--- src/rtl/ovl_sem_pkg.sv ---
// Shared types for the OVL fire monitor: FSM state encoding, the counter width
// and the saturating-increment helper.
package ovl_sem_pkg;

    localparam int CNT_W = 8;
    localparam logic [CNT_W-1:0] CNT_MAX = {CNT_W{1'b1}};

    typedef enum logic [1:0] {
        IDLE = 2'd0,
        RUN  = 2'd1,
        DONE = 2'd2
    } state_e;

    function automatic logic [CNT_W-1:0] sat_inc(input logic [CNT_W-1:0] value);
        return (value == CNT_MAX) ? value : value + 1'b1;
    endfunction

endpackage

--- src/rtl/ovl_sem_sat_counter.sv ---
// Counter of width CNT_W with synchronous clear and increment. It holds at its
// maximum value rather than wrapping.
module ovl_sem_sat_counter
    import ovl_sem_pkg::*;
(
    input  logic             clk_i,
    input  logic             rst_i,
    input  logic             clr_i,
    input  logic             inc_i,
    output logic [CNT_W-1:0] count_o
);

    logic [CNT_W-1:0] count_q;
    logic [CNT_W-1:0] count_d;

    always_comb begin
        count_d = count_q;
        if (clr_i) begin
            count_d = '0;
        end else if (inc_i) begin
            count_d = sat_inc(count_q);
        end
    end

    always_ff @(posedge clk_i or posedge rst_i) begin
        if (rst_i) begin
            count_q <= '0;
        end else begin
            count_q <= count_d;
        end
    end

    assign count_o = count_q;

endmodule

--- src/rtl/ovl_sem_fire_monitor.sv ---
// Observes an OVL checker fire vector for WINDOW_CYCLES cycles after each start
// and reports a pass/fail verdict. Define OVL_SEM_FIRE_FIRST_CYCLE_EN to capture
// the index of the first firing cycle.
module ovl_sem_fire_monitor
    import ovl_sem_pkg::*;
#(
    parameter int FIRE_WIDTH    = 3,
    parameter int WINDOW_CYCLES = 8,
    parameter int EXPECT_FIRE   = 0
) (
    input  logic                  clock_i,
    input  logic                  reset_i,
    input  logic                  start_i,
    input  logic [FIRE_WIDTH-1:0] fire_i,
    output logic                  busy_o,
    output logic                  done_o,
    output logic                  pass_o,
    output logic [FIRE_WIDTH-1:0] fire_seen_o,
    output logic [CNT_W-1:0]      fire_count_o,
    output logic [CNT_W-1:0]      first_fire_cycle_o
);

    localparam logic [CNT_W-1:0] LAST_IDX = CNT_W'(WINDOW_CYCLES - 1);

    state_e                  state_q, state_d;
    logic [CNT_W-1:0]        run_cnt_q, run_cnt_d;
    logic [FIRE_WIDTH-1:0]   fire_seen_q, fire_seen_d;
    logic [FIRE_WIDTH-1:0]   fire_clean;
    logic                    any_fire;
    logic                    run_clr;
    logic                    cnt_inc;

    // Unknown or high-impedance fire bits are conservatively counted as firing.
    genvar gi;
    generate
        for (gi = 0; gi < FIRE_WIDTH; gi++) begin : g_fire_clean
            assign fire_clean[gi] = (fire_i[gi] !== 1'b0);
        end
    endgenerate

    assign any_fire = |fire_clean;

    always_comb begin
        state_d     = state_q;
        run_cnt_d   = run_cnt_q;
        fire_seen_d = fire_seen_q;
        run_clr     = 1'b0;
        cnt_inc     = 1'b0;
        case (state_q)
            IDLE, DONE: begin
                if (start_i) begin
                    state_d     = RUN;
                    run_cnt_d   = '0;
                    fire_seen_d = '0;
                    run_clr     = 1'b1;
                end
            end
            RUN: begin
                fire_seen_d = fire_seen_q | fire_clean;
                cnt_inc     = any_fire;
                run_cnt_d   = run_cnt_q + 1'b1;
                if (run_cnt_q == LAST_IDX) begin
                    state_d = DONE;
                end
            end
            default: begin
                state_d = IDLE;
            end
        endcase
    end

    always_ff @(posedge clock_i or posedge reset_i) begin
        if (reset_i) begin
            state_q     <= IDLE;
            run_cnt_q   <= '0;
            fire_seen_q <= '0;
        end else begin
            state_q     <= state_d;
            run_cnt_q   <= run_cnt_d;
            fire_seen_q <= fire_seen_d;
        end
    end

    ovl_sem_sat_counter u_fire_count (
        .clk_i   (clock_i),
        .rst_i   (reset_i),
        .clr_i   (run_clr),
        .inc_i   (cnt_inc),
        .count_o (fire_count_o)
    );

`ifdef OVL_SEM_FIRE_FIRST_CYCLE_EN
    logic [CNT_W-1:0] first_q, first_d;

    // An empty fire_seen means no earlier cycle of this run has fired.
    always_comb begin
        first_d = first_q;
        if (run_clr) begin
            first_d = '0;
        end else if ((state_q == RUN) && any_fire && (fire_seen_q == '0)) begin
            first_d = run_cnt_q;
        end
    end

    always_ff @(posedge clock_i or posedge reset_i) begin
        if (reset_i) begin
            first_q <= '0;
        end else begin
            first_q <= first_d;
        end
    end

    assign first_fire_cycle_o = first_q;
`else
    assign first_fire_cycle_o = '0;
`endif

    assign busy_o      = (state_q == RUN);
    assign done_o      = (state_q == DONE);
    assign pass_o      = done_o & ((|fire_seen_q) == (EXPECT_FIRE != 0));
    assign fire_seen_o = fire_seen_q;

endmodule

--- config.mk ---
export PLATFORM = sky130hd
export DESIGN_NAME = ovl_sem_fire_monitor
export DESIGN_NICKNAME = d
export VERILOG_FILES = /design/src/rtl/ovl_sem_pkg.sv /design/src/rtl/ovl_sem_sat_counter.sv /design/src/rtl/ovl_sem_fire_monitor.sv
export SDC_FILE = /design/constraint.sdc
export NUM_CORES = 1
export LEC_CHECK = 0
export BUFFER_PORTS_ARGS = -buffer_cell sky130_fd_sc_hd__buf_2
export CAP_MARGIN = 5
export CORE_AREA = 3 3 53 55
export CTS_CLUSTER_DIAMETER = 120
export DETAILED_ROUTE_END_ITERATION = 6
export DIE_AREA = 0 0 56 58
export MAX_ROUTING_LAYER = met4
export PLACE_DENSITY = 0.83
export SYNTH_ARGS = -nofsm -noshare
export SYNTH_HDL_FRONTEND = slang
export SYNTH_HIERARCHICAL = 1
export SYNTH_SLANG_ARGS = --single-unit
--- constraint.sdc ---
create_clock -name clock_i -period 3.25 [get_ports clock_i]
set_input_delay 0.325 -clock clock_i [delete_from_list [all_inputs] [get_ports clock_i]]
set_output_delay 0.325 -clock clock_i [all_outputs]
set_load 0.01 [all_outputs]
Word level (Yosys, flattened, before mapping)
Index checks and enable logic that the tools add are counted.

word-level totals
  bits in registers = 21
  input port bits = 6
  output and inout bits = 22
  word-level logic and storage cells = 41

operators by class
  add/sub/neg operators = 2
  equal/unequal tests = 10
  mux-type cells = 13
  bitwise gates (word level) = 3
  reduce and logical (&&, ||, !) cells = 9

operators with widths
  operator                                                                 count
  8-bit 2-to-1 mux                                                         4
  8-bit by 1-bit adder with 8-bit output, second input constant            2
  8-bit one-hot mux with 2 select lines                                    1
  8-bit by 3-bit equality test with 1-bit output, second input constant    1
  8-bit equality test, second input constant                               1
  3-bit one-hot mux with 2 select lines                                    1
  2-bit AND reduction                                                      3
  3-bit OR reduction                                                       2
  2-bit 2-to-1 mux                                                         2
  2-bit inequality test, second input constant                             2
  2-bit one-hot mux with 2 select lines                                    1
  2-bit nonzero test                                                       2
  1-bit 2-to-1 mux                                                         3
  3-bit 2-to-1 mux                                                         1
  1-bit !== test, second input constant                                    3
  3-bit OR                                                                 1
  2-bit by 1-bit equality test with 1-bit output, second input constant    1
  2-bit equality test, second input constant                               1
  2-bit zero test                                                          1
  2-bit by 1-bit inequality test with 1-bit output, second input constant  1
  2-bit OR reduction                                                       1
  1-bit bitwise AND                                                        1
  1-bit NOT                                                                1

Logic depth before layout (Yosys ltp)
Gate-level depths: netlist (run 1).

  depth in word-level cells = 5
  mapped depth = 6
  mapped depth without buffers = 5

By module
The synthesis (run 1) kept the hierarchy.

by module, submodules not included
  module                instances  cells an instance  area an instance (µm²)  sequential area each (µm²)
  ovl_sem_fire_monitor  1          71                 689.4                   325.3
  ovl_sem_sat_counter   1          48                 509.2                   200.2

Least setup slack after synthesis (run 1)
No wires, ideal clock.

  path type = register to register
  start = register state_q[1]
  end = register u_fire_count.count_q[5], in the netlist u_fire_count/count_o[5]
  setup time = 0.125 ns
  arrival = 1.533 ns
  data required time = 3.125 ns
  path slack = 1.592 ns
  cell stages (with the launch flop) = 6
  path buffers = 0
  clock period less this slack = 1.658 ns
  cell sequence = dfrtp_1 -> nand2b_2 -> nor2_1 -> nand4_1 -> a211oi_2 -> mux2_4

on the way
  elaborated cells on any way between the ends = 10
  those cells by class = eq/ne: 3; mux: 3; reduce/logical: 4

RTL lines
  item                                            line                        RTL
  start: declaration                              ovl_sem_fire_monitor.sv:25  state_e state_q, state_d;
  start signal: assignment                        ovl_sem_fire_monitor.sv:78  state_q <= state_d;
  2-bit by 1-bit equality test with 1-bit output  ovl_sem_fire_monitor.sv:49  case (state_q)
  1-bit 2-to-1 mux                                ovl_sem_fire_monitor.sv:49
  net cnt_inc                                     ovl_sem_fire_monitor.sv:31  logic cnt_inc;
  2-bit nonzero test (no source line)             n/a
  2-bit AND reduction (no source line)            n/a
  end signal: assignment                          ovl_sem_sat_counter.sv:29   count_q <= count_d;
  end: declaration                                ovl_sem_sat_counter.sv:13   logic [CNT_W-1:0] count_q;

The timed path passes the listed nets, and every way through them passes these cells.
A chain may end at the register's enable or synchronous reset.

Final worst setup path (run 1)
Same ends and word-level chain as after synthesis.

==> impl_metrics.yaml, run 1 <==
worst_setup_path:
  critPathCaptureType: "flip-flop"
  r2r_start: "state_q[1]$_DFFE_PP0P_"
  cp-start-kind: "flip-flop"
  reg2reg_slack_ns: 1.36
  arrival_ns: 2.09
  cp.required_ns: 3.45
  critPathLaunch: "state_q[1]$_DFFE_PP0P_"
  crit_fanout: 7
  reg2regPathDepth: 5
  r2r-end: "u_fire_count/count_o[5]$_DFFE_PP0P_"
  critical_path_class: "reg2reg"
  cp-endpoint: "u_fire_count/count_o[5]$_DFFE_PP0P_"
detailed_routing:
  viasPerCell: 5.586
  drt-wirelength-per-cell_um: 13.99
  via_count: 944
  drc_errors: 0
  ant_nets: 0
  dr.first_iter.drc_count: 26
  routed_wl_um: 2365
  first_pass_iters: 4
timing:
  final-max-slew-violation-count: 0
  tightest_slew_ns: 0.5057
  finalHoldWorstSlack_ns: 0.2332
  fin_skew_ns: 0.007863
  fmax_ghz: 0.5289
  max_slew_margin_pct: 66.25
  hold_viol_final: 0
  fin_crit_sh_pct: 58.18
  fin_crit_ns: 1.891
  finalSetupViolations: 0
  rsz0062_at_grt: "no"
  fin_setup_tns_ns: 0
final_layout:
  syn_to_final_growth_pct: 9.708
  antenna_cells: 0
  final_common_cell: "dfrtp_1"
  final_cell_mix: "21 x dfrtp_1, 19 x buf_2, 10 x nand2_1"
  layout-drive-gt1-share_pct: 23.74
  nets: 149
  final_area_um2: 1315
flow_run:
  max_cap_violations: 0
yosys:
  synth_edf_count: 0
  ys_seq_elements: 21
  yosys_warnings: 6
  synth_area_um2: 1199
  synth_cell_types: 40
  synth_top_flop_cell: "dfrtp_1"
  synth_seq_area_share_pct: 43.84
  synth.avg_cell_area_um2: 10.07
  ys_async_sr_fraction_pct: 100.0
  syn-instance-count: 119
placement:
  numPortBuffers: 19
  placed_area_um2: 1279
  gp_congestion: 0.8091
  dp_hpwl_um: 1763
grt:
  antenna_found_initial: 0
  grt-ovfl-total: 0
  grt_use_total_pct: 16.47
  grt_max_degree: 17
  grt_pass1_vias: 926
  grt_pass1_wl_um: 4112
cts:
  cts.sinks: 21
  cts-root-buf: "clkbuf_4"
  cts_resized: 0
  cts.clk_slew.worst_paths_ns: 0.11
  cts_buffers: 3
  cts_tree: "yes"
  clockBufferDepth: 2
  htree_levels: 1
  clock_latency_ns: 0.30
power_and_ir_drop:
  vdd_ir_drop_max_v: 0.0004212
  p_leak_nw: 0.6665
  power_per_cell_area_nw_per_um2: 728.7
die:
  dieArea_um2: 3248
  dieHeight_um: 58
  core_um2: 2432
  row_count: 18
  die_x_um: 56
  start_util_pct: 49.28
  ios: 28
hold_path:
  hp-class: "in2reg"
outcome:
  outcome: "finished, final reports clean"
## stage by stage
stage                     instances  setup slack (ns)  power (mW)  util, %
final                           169             1.359      0.9583    54.06
after floorplan                 126             1.592      0.7199        -
after global placement          164             1.521      0.8165    52.57
after CTS                       169             1.369      0.9684    54.06
after detailed placement        164             1.379      0.8404    52.57
after global routing            169             1.221       1.045    54.06
## final cells by class
class,count,area [um2]
Clock buffer,4,26.28
Fill cell,232,1117
Inverter,5,18.77
Multi-Input combinational cell,89,601.8
Sequential cell,21,525.5
Tap cell,30,37.54
Timing Repair Buffer,20,105.1
## power by group
part / internal, mW / leakage (nW) / switching [mW]
logic: 0.178 / 0.386 / 0.206
registers: 0.345 / 0.266 / 0.106
clock network: 0.0478 / 0.0150 / 0.0750
## routing by layer
| layer | track usage [%] | up-vias | wire [um] |
|---|---|---|---|
| met5 | - | - | 0 |
| met4 | 7.119 | 0 | 33 |
| met3 | 2.673 | 4 | 137 |
| met2 | 27.38 | 35 | 1136 |
| met1 | 19.89 | 453 | 1057 |
| li1 | - | 452 | - |
## registers in the layout (all words and copies together) (netlist names)
| name | flops |
|---|---|
| run_cnt_q | 8 |
| state_q | 2 |
| fire_seen_o | 3 |
| u_fire_count/count_o | 8 |
## worst min path at each step
stage,endpoint,slack (ns),cells after the start,startpoint
after floorplan,u_fire_count/count_o[0]$_DFFE_PP0P_,0.14,1,reset_i
after global placement,u_fire_count/count_o[7]$_DFFE_PP0P_,0.30,2,reset_i
after detailed placement,u_fire_count/count_o[2]$_DFFE_PP0P_,0.31,2,reset_i
after CTS,state_q[1]$_DFFE_PP0P_,0.21,2,start_i
after global routing,state_q[1]$_DFFE_PP0P_,0.21,2,start_i
final,state_q[1]$_DFFE_PP0P_,0.23,2,start_i
## worst max-delay path: stages, from the launching register on
cell and delay (ns):
dfrtp_1 0.41, nand2b_2 0.24, nor2_1 0.32, nand4_1 0.23, a211oi_2 0.28, mux2_4 0.32
## cells in the mapped netlist (2+ instances only)
library cell,n,area [um2]
a21o_1,2,15.01
nor2b_1,4,25.02
mux2_4,4,60.06
clkbuf_1,2,7.510
a21oi_2,2,17.52
nor2_1,7,26.28
inv_1,4,15.01
and3_1,2,12.51
mux2i_1,5,50.05
and4_1,2,17.52
a21oi_1,4,20.02
ha_1,3,37.54
o21ai_0,2,10.01
nand2_1,10,37.54
dfrtp_1,21,525.5
nand4_1,5,31.28
nor3_1,3,15.01
buf_4,8,60.06
nand2b_1,4,25.02
nand3_1,5,25.02
## cell families (layout without fill, tap and decap cells)
group	Yosys count	count (layout)	share of synthesized area, %
AOI/OAI and AO/OA	18	18	11.17
adders and majority gates	3	3	3.132
DFF	21	21	43.84
muxes	10	10	10.13
and+or+nand+nor	50	50	23.28
other	1	8	0.3129
buffers and inverters	16	29	8.142
## repair_timing
item | CTS | global route
buffers inserted | 0 | 0
hold buffers | 1 | 0
endpoints found under the setup margin | 0 | 0
endpoints found under the hold margin | 8 | 0
No activity file was read; power rests on OpenSTA's default activity.
==> inputs of run 2 (changes only) <==
--- a/config.mk
+++ b/config.mk
@@ -7,12 +7,12 @@
 export LEC_CHECK = 0
 export BUFFER_PORTS_ARGS = -buffer_cell sky130_fd_sc_hd__buf_2
 export CAP_MARGIN = 5
-export CORE_AREA = 3 3 53 55
+export CORE_AREA = 3 3 55 57
 export CTS_CLUSTER_DIAMETER = 120
 export DETAILED_ROUTE_END_ITERATION = 6
-export DIE_AREA = 0 0 56 58
+export DIE_AREA = 0 0 58 60
 export MAX_ROUTING_LAYER = met4
-export PLACE_DENSITY = 0.83
+export PLACE_DENSITY = 0.81
 export SYNTH_ARGS = -nofsm -noshare
 export SYNTH_HDL_FRONTEND = slang
 export SYNTH_HIERARCHICAL = 1
==> constraint.sdc (replaced) <==
create_clock -name clock_i -period 1.7 [get_ports clock_i]
set_input_delay 0.17 -clock clock_i [delete_from_list [all_inputs] [get_ports clock_i]]
set_output_delay 0.17 -clock clock_i [all_outputs]
set_load 0.01 [all_outputs]
==> run 2 against run 1 <==
Sequential share of layout area is 1.8 points lower. Die area is 7.1% higher. Sequential cell count stayed put. Clock power is 99% higher. Register-to-register slack worse by 1.3 ns.
==> impl_metrics.yaml, run 2 (same netlist as run 1, synthesis figures left out) <==
outcome:
  outcome: "finished, final reports clean"
final_layout:
  num-fill-cells: 238
  syn_to_final_growth_pct: 15.03
  final_common_cell: "dfrtp_1"
  final_cell_mix: "21 x dfrtp_1, 19 x buf_2, 10 x nand2_1"
  layout-drive-gt1-share_pct: 29.25
  antenna_cells: 0
  nets: 157
  final_cell_count_no_fill: 177
timing:
  fin_crit_ns: 1.606
  fin_crit_sh_pct: 94.47
  rsz0062_at_grt: "no"
  fmax_ghz: 0.6227
  fin_skew_ns: 0.001975
  setup_ws_ns: 0.09401
  finalSetupViolations: 0
  finalHoldWorstSlack_ns: 0.08429
  hold_viol_final: 0
  final-max-slew-violation-count: 0
  fin_setup_tns_ns: 0
flow_run:
  max_cap_violations: 0
die:
  die_x_um: 58
  start_util_pct: 47.52
  dieHeight_um: 60
  core_um2: 2522
  dieArea_um2: 3480
  ios: 28
  row_count: 18
cts:
  cts.sinks: 21
  postCtsSetupRepairBufs: 0
  clockBufferDepth: 2
  cts-root-buf: "clkbuf_4"
  htree_levels: 1
  clock_latency_ns: 0.30
  cts_tree: "yes"
  cts.clk_slew.worst_paths_ns: 0.12
  cts_buffers: 3
grt:
  grt_pass1_vias: 990
  grt_use_total_pct: 17.06
  antenna_found_initial: 0
  use_met3_pct: 3.888
  grt_busiest_layer: "met2"
  met1_usage_pct: 20.19
  grtUsageMet2_pct: 28.87
  grt-ovfl-total: 0
  grt_max_degree: 15
  grt_pass1_wl_um: 4402
detailed_routing:
  ant_nets: 0
  dr.first_iter.drc_count: 25
  first_pass_iters: 4
  viasPerCell: 5.537
  drc_errors: 0
  via_count: 980
  drt-wirelength-per-cell_um: 14.89
  routed_wl_um: 2636
worst_setup_path:
  arrival_ns: 1.81
  cp.required_ns: 1.90
  reg2regPathDepth: 4
  cp-start-kind: "flip-flop"
  critPathCaptureType: "flip-flop"
  crit_fanout: 5
  critical_path_class: "reg2reg"
power_and_ir_drop:
  power.switching_uw: 807.5
  power.share.clock_pct: 12.3
  p_total_mw: 1.996
  power_frac_comb_pct: 45.6
  switching_share_pct: 40.46
  p_leak_nw: 0.7085
  vdd_ir_drop_max_v: 0.001101
  power.internal_mw: 1.188
  seq_power_share_pct: 42.1
  power_per_cell_area_nw_per_um2: 1447
hold_path:
  hp-class: "in2reg"
  whs_path_depth: 2
placement:
  gp_congestion: 0.8808
  dp_cells: 172
  dp_hpwl_um: 1970
  post-place-ws_ns: 0.08798
  numPortBuffers: 19
[run 2: changes by cell type in the layout (fill, tap and decap cells not counted), sizes merged]
cell	delta
clkbuf	-1
buf	+8
clkinv	+1
[run 2: metal layers]
metal,wire length (um),vias to the layer above
li1,-,463
met1,1115,484
met2,1388,31
met3,120,2
met4,12,0
met5,0,-
[run 2: power groups by stage]
stage          registers [mW]  clock network (mW)  logic (mW)
4_1_cts                 0.833               0.251       0.907
3_3_place_gp            0.827                   0       0.861
5_1_grt                 0.867               0.275        1.02
6_report                0.840               0.245       0.911
3_5_place_dp            0.841                   0       0.899
2_1_floorplan           0.862                   0       0.514
[run 2: path summary, 6_finish.rpt]
check,startpoint,endpoint,slack [ns]
max in group asynchronous,reset_i,run_cnt_q[1]$_DFFE_PP0P_,0.95
min in group asynchronous,reset_i,u_fire_count/count_o[4]$_DFFE_PP0P_,0.35
max,u_fire_count/count_o[0]$_DFFE_PP0P_,u_fire_count/count_o[5]$_DFFE_PP0P_,0.09
max reg2reg,u_fire_count/count_o[0]$_DFFE_PP0P_,u_fire_count/count_o[5]$_DFFE_PP0P_,0.09
min,start_i,state_q[1]$_DFFE_PP0P_,0.08
min reg2reg,run_cnt_q[7]$_DFFE_PP0P_,run_cnt_q[7]$_DFFE_PP0P_,0.48
[run 2: per-stage QoR]
step,instance area (um2),utilization (%)
2_1_floorplan,1225,-
3_3_place_gp,1339,53.08
3_5_place_dp,1339,53.08
4_1_cts,1376,54.56
5_1_grt,1379,54.66
6_report,1379,54.66
[run 2: repair_timing]
action,CTS,global route
hold buffers,1,0
resized for setup,0,1
setup endpoints to repair,0,2
endpoints found under the hold margin,21,0
[run 2: worst max-delay path, cell delays in order, from the launching register on]
cell and delay (ns):
dfrtp_1 0.41, ha_1 0.26, and3_2 0.27, a211oi_2 0.25
mux2_4 0.32
[run 2: final cells by class]
class	instances	area, um2	share of cell area (%)
multi-input cells	89	604.3	43.83
flip-flops and latches	21	525.5	38.11
repair buffers	28	165.2	11.98
well taps	30	37.54	2.722
clock buffers	3	22.52	1.633
inverters	5	18.77	1.361
clock inverters	1	5.005	0.3630
==> inputs of run 3 (changes only) <==
--- a/config.mk
+++ b/config.mk
@@ -5,14 +5,14 @@
 export SDC_FILE = /design/constraint.sdc
 export NUM_CORES = 1
 export LEC_CHECK = 0
-export BUFFER_PORTS_ARGS = -buffer_cell sky130_fd_sc_hd__buf_2
 export CAP_MARGIN = 5
-export CORE_AREA = 3 3 55 57
+export CORE_AREA = 3 3 53 55
 export CTS_CLUSTER_DIAMETER = 120
 export DETAILED_ROUTE_END_ITERATION = 6
-export DIE_AREA = 0 0 58 60
+export DIE_AREA = 0 0 56 58
+export DONT_BUFFER_PORTS = 1
 export MAX_ROUTING_LAYER = met4
-export PLACE_DENSITY = 0.81
+export PLACE_DENSITY = 0.75
 export SYNTH_ARGS = -nofsm -noshare
 export SYNTH_HDL_FRONTEND = slang
 export SYNTH_HIERARCHICAL = 1
==> run 3 against run 2 <==
Final area fell by 3.5%. Worst setup slack got worse by 0.0052 ns. Sequential share of layout area up 1.4 points. Hold slack lost 0.060 ns. Critical path type unchanged. Critical endpoint is now u_fire_count/count_o[4]$_DFFE_PP0P_. Largest power group is now sequential cells.
==> impl_metrics.yaml, run 3 (same netlist as run 1, synthesis figures left out) <==
outcome:
  outcome: "finished, final reports clean"
cts:
  clock_latency_ns: 0.30
  cts_resized: 0
  cts_buffers: 3
  cts_tree: "yes"
  clockBufferDepth: 2
  cts.sinks: 21
  cts-root-buf: "clkbuf_4"
  cts.clk_slew.worst_paths_ns: 0.12
  htree_levels: 1
detailed_routing:
  drt-wirelength-per-cell_um: 14.98
  routed_wl_um: 2457
  drc_errors: 0
  viasPerCell: 5.610
  first_pass_iters: 4
  via_count: 920
  dr.first_iter.drc_count: 38
  ant_nets: 0
die:
  core_um2: 2432
  start_util_pct: 49.28
  ios: 28
  dieHeight_um: 58
  row_count: 18
  die_x_um: 56
  dieArea_um2: 3248
grt:
  grt_use_total_pct: 17.36
  antenna_found_initial: 0
  grt_max_degree: 14
  grt-ovfl-total: 0
  grt_pass1_wl_um: 4319
  grt_pass1_vias: 913
timing:
  rsz0062_at_grt: "no"
  fin_skew_ns: 0.008043
  fin_crit_sh_pct: 94.78
  fin_setup_tns_ns: 0
  finalSetupViolations: 0
  tightest_slew_ns: 0.5027
  hold_viol_final: 0
  fin_crit_ns: 1.611
  max_slew_margin_pct: 66.18
  fmax_ghz: 0.6207
  final-max-slew-violation-count: 0
final_layout:
  layout-drive-gt1-share_pct: 19.40
  final_cell_mix: "21 x dfrtp_1, 12 x buf_4, 10 x nand2_1"
  num-fill-cells: 223
  final_common_cell: "dfrtp_1"
  antenna_cells: 0
  nets: 144
  syn_to_final_growth_pct: 10.96
worst_setup_path:
  cp-start-kind: "flip-flop"
  slowest_stage: "dfrtp_1"
  cpLargestDelayFamily: "simple AND/OR/NAND/NOR gates"
  cp.required_ns: 1.89
  critical_path_class: "reg2reg"
  path_cells: "nand2b_2, nor2_1, buf_4, nand4_1, a21oi_2, mux2_4"
  arrival_ns: 1.80
  critPathBufInv: 1
  reg2reg_slack_ns: 0.09
  crit_fanout: 5
  reg2regPathDepth: 6
  critPathCaptureType: "flip-flop"
  r2r-end: "u_fire_count/count_o[4]$_DFFE_PP0P_"
  slowest_delay_ns: 0.42
  critPathLaunch: "state_q[1]$_DFFE_PP0P_"
  r2r_start: "state_q[1]$_DFFE_PP0P_"
power_and_ir_drop:
  vdd_ir_drop_max_v: 0.0008989
  p_leak_nw: 0.6516
  p_total_mw: 1.905
  power_per_cell_area_nw_per_um2: 1432
hold_path:
  hp-class: "in2reg"
  hold_start: "fire_i[1]"
  whs_path_depth: 2
  hold_path_end: "fire_seen_o[1]$_DFFE_PP0P_"
placement:
  numPortBuffers: 0
  dp_hpwl_um: 1845
  gp_congestion: 0.7735
flow_run:
  max_cap_violations: 0
run 3: cell count changes in the layout (fill, tap and decap cells not counted):
| cell | delta |
|---|---|
| buf_2 | -19 |
| buf_4 | +4 |
| clkbuf_1 | +1 |
| dlygate4sd3_1 | +2 |
| nor2_1 | +1 |
| clkinv_2 | -1 |
| nor2_2 | -1 |
run 3: timing repair:
item / CTS / global route
setup buffers: 0 / 0
endpoints found under the hold margin: 23 / 0
endpoints found under the setup margin: 0 / 1
hold buffers: 3 / 0
run 3: where the power goes:
part           leakage [nW]  internal [mW]  switching (mW)
Sequential            0.266          0.659           0.197
Clock                0.0150         0.0913           0.145
Combinational         0.371          0.390           0.422
Total                 0.652           1.14           0.765
run 3: how the worst max path moves through the flow:
stage | to | slack (ns) | depth (start not counted)
floorplan | u_fire_count/count_o[5]$_DFFE_PP0P_ | 0.04 | 5
global placement | u_fire_count/count_o[5]$_DFFE_PP0P_ | 0.15 | 5
detailed placement | u_fire_count/count_o[5]$_DFFE_PP0P_ | 0.09 | 5
CTS | u_fire_count/count_o[5]$_DFFE_PP0P_ | 0.07 | 5
global route | u_fire_count/count_o[4]$_DFFE_PP0P_ | 0.02 | 6
finish | u_fire_count/count_o[4]$_DFFE_PP0P_ | 0.09 | 6
run 3: per-stage QoR:
step                      util (%)  area (um2)  hold WS [ns]  instances  setup slack [ns]
after global routing         54.68        1330       0.02409        164           0.01582
after global placement       52.37        1274       0.02750        157            0.1544
after CTS                    54.68        1330       0.01717        164           0.06677
after floorplan                  -        1225      -0.01434        126           0.04226
after detailed placement     52.37        1274       0.03702        157           0.09234
final                        54.68        1330       0.02407        164           0.08881
run 3: final cells by class:
type	count	area (um2)	area share [%]
inverter	5	18.77	1.411
multi-input combinational	89	601.8	45.25
timing repair buffer	15	120.1	9.031
tap	30	37.54	2.822
clock buffer	4	26.28	1.976
sequential	21	525.5	39.51
run 3: metal layers:
layer | part of all wire [%] | vias up | GRT usage (%)
met5 | 0 | - | -
li1 | - | 440 | -
met4 | 1.6 | 0 | 7.797
met2 | 51 | 29 | 29.55
met1 | 41 | 445 | 19.21
met3 | 6.7 | 6 | 4.454
